`src/rtl/rr_read_sched_if.sv`:
```
// Requester/bus bundle for the round-robin read scheduler.
//   master : scheduler view (drives grants, completion and the bus strobes)
//   slave  : environment view (drives requests, addresses, ws and bus data)
// Signals:
//   req/req_addr    per-requester level request and flattened addresses
//   gnt/done/err    one-hot grant, one-cycle done pulse, timeout error flag
//   rdata           read data, valid while done is high
//   bus_addr/rd/ds  bus address, read strobe, data strobe
//   ws/bus_rdata    bus wait-state and read data
interface rr_read_sched_if #(
  parameter int NREQ = 4,
  parameter int AW   = 8,
  parameter int DW   = 8
);
  logic [NREQ-1:0]    req;
  logic [NREQ*AW-1:0] req_addr;
  logic [NREQ-1:0]    gnt;
  logic [NREQ-1:0]    done;
  logic               err;
  logic [DW-1:0]      rdata;
  logic [AW-1:0]      bus_addr;
  logic               rd;
  logic               ds;
  logic               ws;
  logic [DW-1:0]      bus_rdata;

  modport master (
    input  req, req_addr, ws, bus_rdata,
    output gnt, done, err, rdata, bus_addr, rd, ds
  );

  modport slave (
    output req, req_addr, ws, bus_rdata,
    input  gnt, done, err, rdata, bus_addr, rd, ds
  );
endinterface

```
`src/rtl/rr_read_sched.sv`:
```
// Round-robin scheduler sharing one wait-state read bus among NREQ requesters.
// Picks the first pending request at or above ptr (wrapping), latches its index
// and address, runs READ/DLY cycles until ws=0 (DONE) or until TO_CYC
// consecutive ws=1 DLY cycles have been seen (ABORT), then pulses done.
// Ports:
//   clk    rising-edge clock
//   rst_n  asynchronous active-low reset
//   bus    rr_read_sched_if.master (requester side and bus side)
module rr_read_sched #(
  parameter int NREQ   = 4,
  parameter int AW     = 8,
  parameter int DW     = 8,
  parameter int TO_CYC = 15
) (
  input  logic                 clk,
  input  logic                 rst_n,
  rr_read_sched_if.master      bus
);

  localparam int IW  = (NREQ > 1) ? $clog2(NREQ) : 1;
  localparam int WCW = (TO_CYC > 1) ? $clog2(TO_CYC) : 1;
  localparam logic [WCW-1:0] WC_MAX = WCW'(TO_CYC - 1);

  typedef enum logic [2:0] {
    IDLE  = 3'd0,
    READ  = 3'd1,
    DLY   = 3'd2,
    DONE  = 3'd3,
    ABORT = 3'd4
  } state_e;

  state_e          state_q, state_d;
  logic [IW-1:0]   ptr_q,   ptr_d;
  logic [IW-1:0]   idx_q,   idx_d;
  logic [AW-1:0]   addr_q,  addr_d;
  logic [WCW-1:0]  wcnt_q,  wcnt_d;
  logic [DW-1:0]   rdata_q, rdata_d;

  logic [IW:0]     pick;       // {valid, index}
  logic [IW-1:0]   next_ptr;

  // First set request bit scanning upward from p, wrapping at NREQ.
  // Scanning from the far end down lets the nearest hit overwrite later ones.
  function automatic logic [IW:0] rr_pick(input logic [NREQ-1:0] r,
                                          input logic [IW-1:0]   p);
    logic [IW:0] res;
    int          j;
    res = '0;
    for (int k = NREQ - 1; k >= 0; k--) begin
      j = int'(p) + k;
      if (j >= NREQ) j = j - NREQ;
      if (r[j]) res = {1'b1, IW'(j)};
    end
    return res;
  endfunction

  assign pick     = rr_pick(bus.req, ptr_q);
  assign next_ptr = (idx_q == IW'(NREQ - 1)) ? '0 : idx_q + IW'(1);

  // NOTE: state registers use non-blocking assignments so every flop samples
  // the pre-edge value of its peers, independent of process ordering.
  always_ff @(posedge clk or negedge rst_n) begin
    if (!rst_n) begin
      state_q <= IDLE;
      ptr_q   <= '0;
      idx_q   <= '0;
      addr_q  <= '0;
      wcnt_q  <= '0;
      rdata_q <= '0;
    end else begin
      state_q <= state_d;
      ptr_q   <= ptr_d;
      idx_q   <= idx_d;
      addr_q  <= addr_d;
      wcnt_q  <= wcnt_d;
      rdata_q <= rdata_d;
    end
  end

  // NOTE: every next-state variable gets a hold default first, so no path
  // through the case leaves one unassigned and no latch is inferred.
  always_comb begin
    state_d = state_q;
    ptr_d   = ptr_q;
    idx_d   = idx_q;
    addr_d  = addr_q;
    wcnt_d  = wcnt_q;
    rdata_d = rdata_q;
    unique case (state_q)
      IDLE: begin
        if (pick[IW]) begin
          idx_d   = pick[IW-1:0];
          addr_d  = bus.req_addr[pick[IW-1:0]*AW +: AW];
          wcnt_d  = '0;
          state_d = READ;
        end
      end
      READ: state_d = DLY;
      DLY: begin
        if (!bus.ws) begin
          rdata_d = bus.bus_rdata;
          state_d = DONE;
        end else if (wcnt_q == WC_MAX) begin
          // Counter stops here; the abort path ends the transaction instead.
          state_d = ABORT;
        end else begin
          wcnt_d  = wcnt_q + WCW'(1);
          state_d = READ;
        end
      end
      DONE, ABORT: begin
        ptr_d   = next_ptr;
        state_d = IDLE;
      end
      default: state_d = IDLE;
    endcase
  end

  // Outputs depend only on registered state, index, address and data.
  logic [NREQ-1:0] gnt_c, done_c;
  logic [AW-1:0]   bus_addr_c;
  logic [DW-1:0]   rdata_c;
  logic            err_c;

  always_comb begin
    gnt_c      = '0;
    done_c     = '0;
    bus_addr_c = '0;
    rdata_c    = '0;
    err_c      = 1'b0;
    if (state_q != IDLE) begin
      gnt_c[idx_q] = 1'b1;
      bus_addr_c   = addr_q;
    end
    if (state_q == DONE) begin
      done_c[idx_q] = 1'b1;
      rdata_c       = rdata_q;
    end
    if (state_q == ABORT) begin
      done_c[idx_q] = 1'b1;
      err_c         = 1'b1;
    end
  end

  assign bus.gnt      = gnt_c;
  assign bus.done     = done_c;
  assign bus.err      = err_c;
  assign bus.rdata    = rdata_c;
  assign bus.bus_addr = bus_addr_c;
  assign bus.rd       = (state_q == READ);
  assign bus.ds       = (state_q == DONE);

endmodule

```
`src/flat_wrapper.sv`:
```
// flat-port wrapper written by rule: the top's interface ports become plain ports
module rr_read_sched_flat 
#(
  parameter int NREQ   = 4,
  parameter int AW     = 8,
  parameter int DW     = 8,
  parameter int TO_CYC = 15
)
  (clk, rst_n, bus_req, bus_req_addr, bus_ws, bus_bus_rdata, bus_gnt, bus_done, bus_err, bus_rdata, bus_bus_addr, bus_rd, bus_ds);
  rr_read_sched_if #(.NREQ(NREQ), .AW(AW), .DW(DW)) bus_i ();
  input  logic clk;
  input  logic rst_n;
  input wire logic [$bits(bus_i.req)-1:0] bus_req;
  input wire logic [$bits(bus_i.req_addr)-1:0] bus_req_addr;
  input wire logic [$bits(bus_i.ws)-1:0] bus_ws;
  input wire logic [$bits(bus_i.bus_rdata)-1:0] bus_bus_rdata;
  output wire logic [$bits(bus_i.gnt)-1:0] bus_gnt;
  output wire logic [$bits(bus_i.done)-1:0] bus_done;
  output wire logic [$bits(bus_i.err)-1:0] bus_err;
  output wire logic [$bits(bus_i.rdata)-1:0] bus_rdata;
  output wire logic [$bits(bus_i.bus_addr)-1:0] bus_bus_addr;
  output wire logic [$bits(bus_i.rd)-1:0] bus_rd;
  output wire logic [$bits(bus_i.ds)-1:0] bus_ds;
  assign bus_i.req = bus_req;
  assign bus_i.req_addr = bus_req_addr;
  assign bus_i.ws = bus_ws;
  assign bus_i.bus_rdata = bus_bus_rdata;
  assign bus_gnt = bus_i.gnt;
  assign bus_done = bus_i.done;
  assign bus_err = bus_i.err;
  assign bus_rdata = bus_i.rdata;
  assign bus_bus_addr = bus_i.bus_addr;
  assign bus_rd = bus_i.rd;
  assign bus_ds = bus_i.ds;
  rr_read_sched #(.NREQ(NREQ), .AW(AW), .DW(DW), .TO_CYC(TO_CYC)) u_core (.clk(clk), .rst_n(rst_n), .bus(bus_i));
endmodule
```
`config.mk`:
```
export PLATFORM = sky130hd
export DESIGN_NAME = rr_read_sched_flat
export DESIGN_NICKNAME = d
export VERILOG_FILES = /design/src/rtl/rr_read_sched_if.sv /design/src/rtl/rr_read_sched.sv /design/src/flat_wrapper.sv
export SDC_FILE = /design/constraint.sdc
export NUM_CORES = 1
export LEC_CHECK = 0
export CORE_AREA = 2 2 67 69
export CTS_CLUSTER_SIZE = 25
export DETAILED_ROUTE_END_ITERATION = 7
export DIE_AREA = 0 0 69 71
export PLACE_DENSITY = 0.75
export SETUP_SLACK_MARGIN = 0.3
export SYNTH_ARGS = -nofsm -noshare
export SYNTH_HDL_FRONTEND = slang
export SYNTH_SLANG_ARGS = --single-unit
```
`constraint.sdc`:
```
create_clock -name clk -period 2.5 [get_ports clk]
set_input_delay 0.375 -clock clk [delete_from_list [all_inputs] [get_ports clk]]
set_output_delay 0.375 -clock clk [all_outputs]
set_load 0.1 [all_outputs]
```
After elaboration in Yosys (flattened, before gate mapping)
Cells that the tools add are included.
W data, S select, Z words.
{"block": "totals", "reg_bits": 27}
{"block": "classes", "bitwise_logic": 2, "n_addsub": 9, "magnitude_cmp": 10, "mux": 37, "shift": 1, "reduce_logical": 8, "eq_ne": 9}
{"op": "$lt A32 B4 Y1 const B", "n": 4}
{"op": "$mux W32", "n": 4}
{"op": "$ge A32 B4 Y1 const B", "n": 3}
{"op": "$sub A32 B4 Y32 const B", "n": 3}
{"op": "$shiftx A32 B6 Y8", "n": 1}
{"op": "$mux W4", "n": 6}
{"op": "$mux W3", "n": 7}
{"op": "$mux W8", "n": 2}
{"op": "$mux W1", "n": 10}
{"op": "$pmux W3 S3", "n": 1}
{"op": "$bmux W1 S2", "n": 4}
{"op": "$pmux W4 S2", "n": 1}
{"op": "$add A2 B2 Y3 const B", "n": 2}
{"op": "$eq A3 B2 Y1 const B", "n": 2}
{"op": "$add A4 B1 Y4 const B", "n": 1}
{"op": "$eq A4 B4 Y1 const B", "n": 1}
{"op": "$ne A2 B2 Y1 const B", "n": 2}
{"op": "$or A4 B4 Y4", "n": 1}
{"op": "$reduce_and A2 Y1", "n": 2}
{"op": "$reduce_and A4 Y1", "n": 1}
{"op": "$sub A2 B3 Y4 const B", "n": 1}
{"op": "$add A2 B1 Y3 const B", "n": 1}
{"op": "$eq A3 B1 Y1 const B", "n": 1}
{"op": "$eq A3 B3 Y1 const B", "n": 1}
{"op": "14 further kinds", "n": 14}

Logic depth before layout (Yosys ltp)
Gate-level depths: netlist of the first run.
{"block": "depth", "word_depth": 12, "mapped_depth": 7, "mapped_depth_nobuf": 7}

Least setup slack after synthesis of the first run
OpenSTA, ideal clock, no wires.
{"block": "synth_path", "path_type": "register to output", "startpoint": "register u_core.state_q[1]", "endpoint": "output port bus_done[2]", "required_time_ns": 2.125, "path_slack_ns": -2.572, "stages_incl_launch_ff": 5, "path_buffers": 1, "arrival_ns": 4.697, "cell_sequence": "dfrtp_1 -> buf_2 -> nor3b_1 -> nor2_1 -> nor2b_1"}
{"block": "synth_via", "elab_chain_cells": 4, "elab_cells_between_ends": 5, "cone_classes": "2 x eq/ne; 2 x mux; 1 x bitwise"}
{"item": "start, declared", "line_no": "rr_read_sched.sv:32", "text": "state_e state_q, state_d;"}
{"item": "start signal, assigned", "line_no": "rr_read_sched.sv:71", "text": "state_q <= state_d;"}
{"item": "$eq A3 B2 Y1", "line_no": "rr_read_sched.sv:135", "text": "if (state_q == DONE) begin"}
{"item": "$mux W4", "line_no": "rr_read_sched.sv:135"}
{"item": "$or A4 B4 Y4 (no source line)"}
{"item": "$mux W4 *", "line_no": "rr_read_sched.sv:139", "text": "if (state_q == ABORT) begin"}
{"item": "end, declared", "line_no": "flat_wrapper.sv:18", "text": "output wire logic [$bits(bus_i.done)-1:0] bus_done;"}
Every way passes the cells marked *; elsewhere a longest branch is shown, timed or not.

Worst setup path in the final report of the first run
{"block": "layout_path", "startpoint": "input port bus_req[0]", "endpoint": "register u_core.addr_q[6]"}
{"block": "layout_via", "elab_chain_cells": 8, "elab_cells_between_ends": 18, "cone_classes": "1 x shift; 16 x mux; 1 x reduce/logical"}
{"item": "start, declared", "line_no": "flat_wrapper.sv:13", "text": "input wire logic [$bits(bus_i.req)-1:0] bus_req;"}
{"item": "$bmux W1 S2", "line_no": "rr_read_sched.sv:52", "text": "if (r[j]) res = {1'b1, IW'(j)};"}
{"item": "$mux W1 (implied by the code) (2 in a row)", "line_no": "rr_read_sched.sv:52"}
{"item": "$mux W3 (3 in a row)", "line_no": "rr_read_sched.sv:52"}
{"item": "$mux W3 *", "line_no": "rr_read_sched.sv:52"}
{"item": "$shiftx A32 B6 Y8 or $reduce_and A2 Y1 (tied branches)"}
{"item": "end signal, assigned", "line_no": "rr_read_sched.sv:74", "text": "addr_q <= addr_d;"}
{"item": "end, declared", "line_no": "rr_read_sched.sv:35", "text": "logic [AW-1:0] addr_q, addr_d;"}
Every way passes the cells marked *; elsewhere a longest branch is shown, timed or not. The select of a mux whose other input is x is not followed.
A chain may end at the register's enable or synchronous reset.

==> flow_metrics.py, run 1 <==
metrics = {
    "placement": {
        "hpwl_um": 3260,
        "io_buffers": 73,
        "gp_congestion": 0.791,
        "dpl.cell_count": 288,
        "place_ws_ps": 82.6,
    },
    "flow_run": {
        "maxCapViolations": 0,
    },
    "power": {
        "power_density_mw_per_mm2": 1420,
        "ir_drop_uv": 564,
        "leakagePower_nw": 1.26,
    },
    "timing": {
        "rsz0062_at_grt": "no",
        "finalClockSkew_ps": 6.28,
        "post-route-min-period_ps": 2100,
        "setup_tns_ps": 0,
        "fin_crit_sh_pct": 84.1,
        "final.setup.worst_slack_ps": 398,
        "fmax_mhz": 476,
        "max_slew.worst_pin.slew_ps": 429,
        "hold_viol": 0,
        "timing.hold.ws_ps": 458,
        "setup_viol": 0,
        "maxSlewViolCount": 0,
        "slew_headroom_pct": 71.4,
    },
    "clock_tree": {
        "clockBufferDepth": 2,
        "clk_latency_ps": 280,
        "cts_setup_buffers": 0,
        "cts_resized": 0,
        "ctsRootBufferMaster": "clkbuf_8",
        "numCtsBuffers": 3,
        "postCtsHoldBufs": 0,
        "clkSlewWorstSetupHoldPaths_ps": 90,
        "cts_sinks": 27,
        "cts_tree": "done",
        "h-tree-depth": 1,
    },
    "layout": {
        "layout_common_cells": "clkdlybuf4s50_1 (46), dfrtp_1 (27), buf_12 (26)",
        "layout_commonest_cell": "clkdlybuf4s50_1",
        "area_growth_pct": 64.9,
        "nNetsFinal": 296,
        "drive_gt1_share_pct": 32.9,
        "final_cell_count_no_fill": 292,
        "antenna_cells": 0,
    },
    "synth": {
        "synthCells": 165,
        "ys_ff_latch": 27,
        "synthFlopType": "dfrtp_1",
        "syn_avg_cell_area_um2": 10.6,
        "synth_cell_types": 39,
        "ys_seq_area_share_pct": 38.8,
        "yosys_warnings": 0,
        "synth_area_mm2": 0.00174,
        "syn_nets": 220,
        "synth_edf_count": 0,
        "synthArstFlopShare_pct": 100,
    },
    "setup_path": {
        "worstPathRequired_ps": 2670,
        "path_class": "in2reg",
        "end_kind": "flop",
        "cp.arrival_ps": 2270,
        "critPathMaxFanout": 17,
        "critPathLaunchType": "input pin",
    },
    "global_routing": {
        "grt_usage_pct": 17.7,
        "grt_pass1_vias": 1509,
        "antenna_found_initial": 0,
        "grt_max_degree": 28,
        "grt_pass1_wl_um": 7060,
        "gr-total-overflow": 0,
    },
    "floorplan": {
        "die_h_um": 71,
        "die_area_mm2": 0.00490,
        "num_io_pins": 74,
        "die_x_um": 69,
        "coreArea_mm2": 0.00420,
        "start_util_pct": 41.5,
        "fp-row-count": 24,
    },
    "min_path": {
        "hold_path_class": "in2async",
    },
    "detailed_routing": {
        "route.detailed.drc": 0,
        "detail_route.wl_per_cell_um": 14.2,
        "first_pass_iters": 4,
        "wl_um": 4140,
        "via_per_inst": 5.09,
        "num_vias": 1487,
        "postRouteAntennaNets": 0,
        "drt_iter0_drc": 76,
    },
    "status": {
        "outcome": "completed",
    },
}
## where the power goes
group / internal [mW] / switching [mW] / leakage [nW] / total, mW
clock: 0.113 / 0.143 / 0.0217 / 0.257
combinational: 1.17 / 1.86 / 0.902 / 3.03
sequential: 0.630 / 0.166 / 0.334 / 0.797
## worst paths after layout
check,endpoint,depth (start not counted),from,slack (ps)
setup / recovery,u_core.addr_q[6],6,bus_req[0],400
hold / removal,u_core.wcnt_q[2],2,rst_n,460
setup reg to reg,u_core.addr_q[6],5,u_core.ptr_q[1],520
hold reg to reg,u_core.rdata_q[7],1,u_core.rdata_q[7],510
max in group asynchronous,u_core.addr_q[6],2,rst_n,1780
min in group clk,u_core.rdata_q[7],1,u_core.rdata_q[7],510
## cells in the mapped netlist (2+ instances only)
master	number	share of area, %
mux2i_1	8	4.6
a221oi_2	2	1.7
a21o_1	3	1.3
mux2_2	16	10
clkbuf_1	2	0.43
nand2b_1	2	0.72
nor3_1	10	2.9
nor2b_1	12	4.3
a221o_1	6	3.4
buf_2	2	0.57
and3_1	2	0.72
a21oi_1	4	1.1
mux2_4	2	1.7
and2_1	8	2.9
xor2_1	2	1.0
nand2_1	9	1.9
a22o_1	2	1.0
ha_1	8	5.7
dfrtp_1	27	39
nand3_1	2	0.57
o31ai_1	2	0.86
inv_1	7	1.5
nor2_1	11	2.4
## cells by family after synthesis
logic type | after synthesis | share of synthesized area, %
adders and majority gates | 8 | 5.74
and+or+nand+nor | 63 | 19.7
DFF | 27 | 38.8
AOI/OAI and AO/OA | 24 | 12.6
muxes | 26 | 16.7
xor gates and xnor gates | 2 | 1.01
buffers and inverters | 15 | 5.53
## final cells by class
cell class              instances  area (um^2)
fillers                       347         1330
repair buffers                 79         1030
well taps                      52         65.1
clock buffers                   3         41.3
flip-flops and latches         27          676
clock inverters                 1         7.51
inverters                       7         26.3
multi-input cells             123         1020
## state kept, by name, indices dropped and copies added (netlist names)
name and cells:
u_core.addr_q 8, u_core.rdata_q 8, u_core.wcnt_q 4, u_core.state_q 3, u_core.idx_q 2, u_core.ptr_q 2
## per-layer routing
metal	share of wire, %	vias up	wire, um	track usage (%)
met2	49	53	2010	30.1
li1	-	730	-	-
met3	4.2	5	174	1.99
met5	0	-	0	0
met1	46	699	1880	23.4
met4	1.5	0	64	6.54
## metrics by stage
stage	util, %	power [mW]	area, um^2
after detailed placement	67.2	3.85	2830
after CTS	68.4	4.11	2870
after global placement	67.2	3.79	2830
final	68.4	4.08	2870
after floorplan	-	2.88	1800
after global routing	68.4	4.27	2870
## worst max-delay path, stage by stage
cell	delay, ps
clkdlybuf4s50_1	540
or3b_1	410
o221ai_4	100
buf_12	190
mux2_2	340
a221o_1	310
(Power assumes the default switching activity.)
==> run 2: changes to the inputs <==
- CORE_AREA: 2 2 67 69 -> 2 2 71 73
- DIE_AREA: 0 0 69 71 -> 0 0 73 75
- PLACE_DENSITY: 0.75 -> 0.7
- clock period: 2.5 -> 1.75 ns (I/O delays scaled with it)
==> run 2 against run 1 <==
Clock skew down 4.6 ps. Sequential cell count unchanged. The run now ends with setup timing left. Sequential power up 51%.
==> flow_metrics.py, run 2 (synthesis gave the netlist of run 1 again) <==
metrics = {
    "status": {
        "outcome": "finished, violations left",
        "violations": "setup timing",
    },
    "placement": {
        "hpwl_um": 3410,
        "gp_congestion": 0.768,
        "io_buffers": 73,
    },
    "detailed_routing": {
        "wl_met1_um": 2700,
        "num_vias": 1798,
        "via_per_inst": 5.24,
        "drt_iter0_drc": 76,
        "maxUsedRoutingLayer": "met4",
        "route.detailed.drc": 0,
        "detail_route.wl_per_cell_um": 18.6,
        "met2_length_um": 3330,
        "wl_met3_um": 257,
        "first_pass_iters": 5,
        "postRouteAntennaNets": 0,
        "wl_um": 6380,
    },
    "timing": {
        "rsz0062_at_grt": "yes",
        "setup_viol": 25,
        "max_slew.worst_pin.slew_ps": 351,
        "setup_tns_ps": -2990,
        "timing.hold.ws_ps": 145,
        "maxSlewViolCount": 0,
        "slew_headroom_pct": 76.6,
        "post-route-min-period_ps": 2010,
        "fmax_mhz": 498,
        "final.setup.worst_slack_ps": -257,
        "fin_crit_sh_pct": 115,
        "hold_viol": 0,
        "finalClockSkew_ps": 1.72,
    },
    "floorplan": {
        "coreArea_mm2": 0.00466,
        "fp-row-count": 25,
        "die_h_um": 75,
        "start_util_pct": 37.4,
        "die_x_um": 73,
        "die_area_mm2": 0.00548,
        "num_io_pins": 74,
    },
    "clock_tree": {
        "clk_latency_ps": 280,
        "ctsRootBufferMaster": "clkbuf_8",
        "clockBufferDepth": 2,
        "postCtsHoldBufs": 0,
        "h-tree-depth": 1,
        "numCtsBuffers": 3,
        "clkSlewWorstSetupHoldPaths_ps": 100,
        "cts_tree": "done",
        "cts_sinks": 27,
    },
    "layout": {
        "final-seq-area_um2": 683,
        "nFillCells": 232,
        "layout_commonest_cell": "clkdlybuf4s50_1",
        "reg_top3": "u_core.addr_q x8, u_core.rdata_q x8, u_core.wcnt_q x4",
        "antenna_cells": 0,
        "multi_input_area_mm2": 0.00140,
        "area_growth_pct": 121,
        "drive_gt1_share_pct": 58.8,
        "nNetsFinal": 345,
        "layout_common_cells": "clkdlybuf4s50_1 (42), buf_12 (34), buf_6 (27)",
    },
    "global_routing": {
        "antenna_found_initial": 0,
        "grt_pass1_vias": 1820,
        "grt_usage_pct": 21.5,
        "grt_pass1_wl_um": 9050,
        "gr-total-overflow": 0,
        "grt_max_degree": 26,
    },
    "setup_path": {
        "r2r-start": "u_core.ptr_q[1]",
        "rrSetupSlack_ps": -260,
        "end_kind": "flop",
        "critPathMaxFanout": 7,
        "cp.arrival_ps": 2180,
        "path_class": "reg2reg",
        "critPathLaunchType": "flop",
        "rr_endpoint": "u_core.addr_q[5]",
        "worstPathRequired_ps": 1920,
        "reg2regPathDepth": 8,
    },
    "power": {
        "ir_drop_uv": 1360,
        "leakagePower_nw": 1.71,
        "power_density_mw_per_mm2": 2090,
    },
    "min_path": {
        "hold_path_class": "in2async",
    },
    "flow_run": {
        "maxCapViolations": 0,
    },
}
run 2: cell count changes in the layout (fill, tap and decap cells not counted), moves of 7 or more:
cell     change
mux2_2      -12
mux2_4      +12
and2_2       -8
buf_4       +10
and2_4       +9
buf_12       +8
nor2b_4     +10
nor2b_1     -10
buf_6       +27
nor2_4       +7
run 2: power by group:
group	switching [mW]	internal, mW	total [mW]
clock network	0.215	0.160	0.375
registers	0.285	0.913	1.20
logic	3.42	3.05	6.47
total	3.92	4.12	8.05
run 2: through the flow:
stage / utilization, % / total power, mW / worst slack, ps / cells / cell area (um^2)
floorplan: - / 4.48 / -606 / 165 / 1940
global placement: 67.0 / 6.08 / -493 / 308 / 3120
detailed placement: 67.0 / 6.14 / -540 / 308 / 3120
CTS: 77.0 / 7.31 / -236 / 333 / 3590
global route: 82.7 / 8.35 / -329 / 343 / 3850
finish: 82.7 / 8.05 / -257 / 343 / 3850
run 2: worst max path at each step:
stage | startpoint | to | slack, ps
final | u_core.ptr_q[1] | u_core.addr_q[5] | -260
after global routing | u_core.ptr_q[1] | u_core.addr_q[5] | -330
after detailed placement | bus_req[1] | u_core.addr_q[2] | -540
after global placement | bus_req[1] | u_core.addr_q[5] | -490
after CTS | u_core.ptr_q[1] | u_core.addr_q[1] | -240
after floorplan | u_core.state_q[1] | bus_done[2] | -610
run 2: per-layer routing:
metal,vias to the layer above,global-route usage [%]
li1,835,-
met1,886,27.6
met2,67,38.4
met3,10,2.41
met4,0,6.17
met5,-,0
run 2: timing repair:
item,4_1_cts,5_1_grt
pin swaps,35,20
gates cloned,3,1
resized for setup,62,33
setup endpoints to repair,49,52
buffers inserted,18,9
run 2: area by class of cell:
type	instances	share of cell area, %
Inverter	7	0.682
Clock inverter	1	0.130
Sequential cell	27	17.7
Timing Repair Buffer	127	42.4
Clock buffer	3	1.07
Multi-Input combinational cell	124	36.3
Tap cell	54	1.75
run 2: critical path, cell delays in order (launching register included):
cell       delay [ps]
dfrtp_2           460
buf_6             130
or3b_4            370
o221ai_4          110
clkbuf_16         220
buf_6             100
mux2i_1           210
nor3_2             50
a221o_1           250
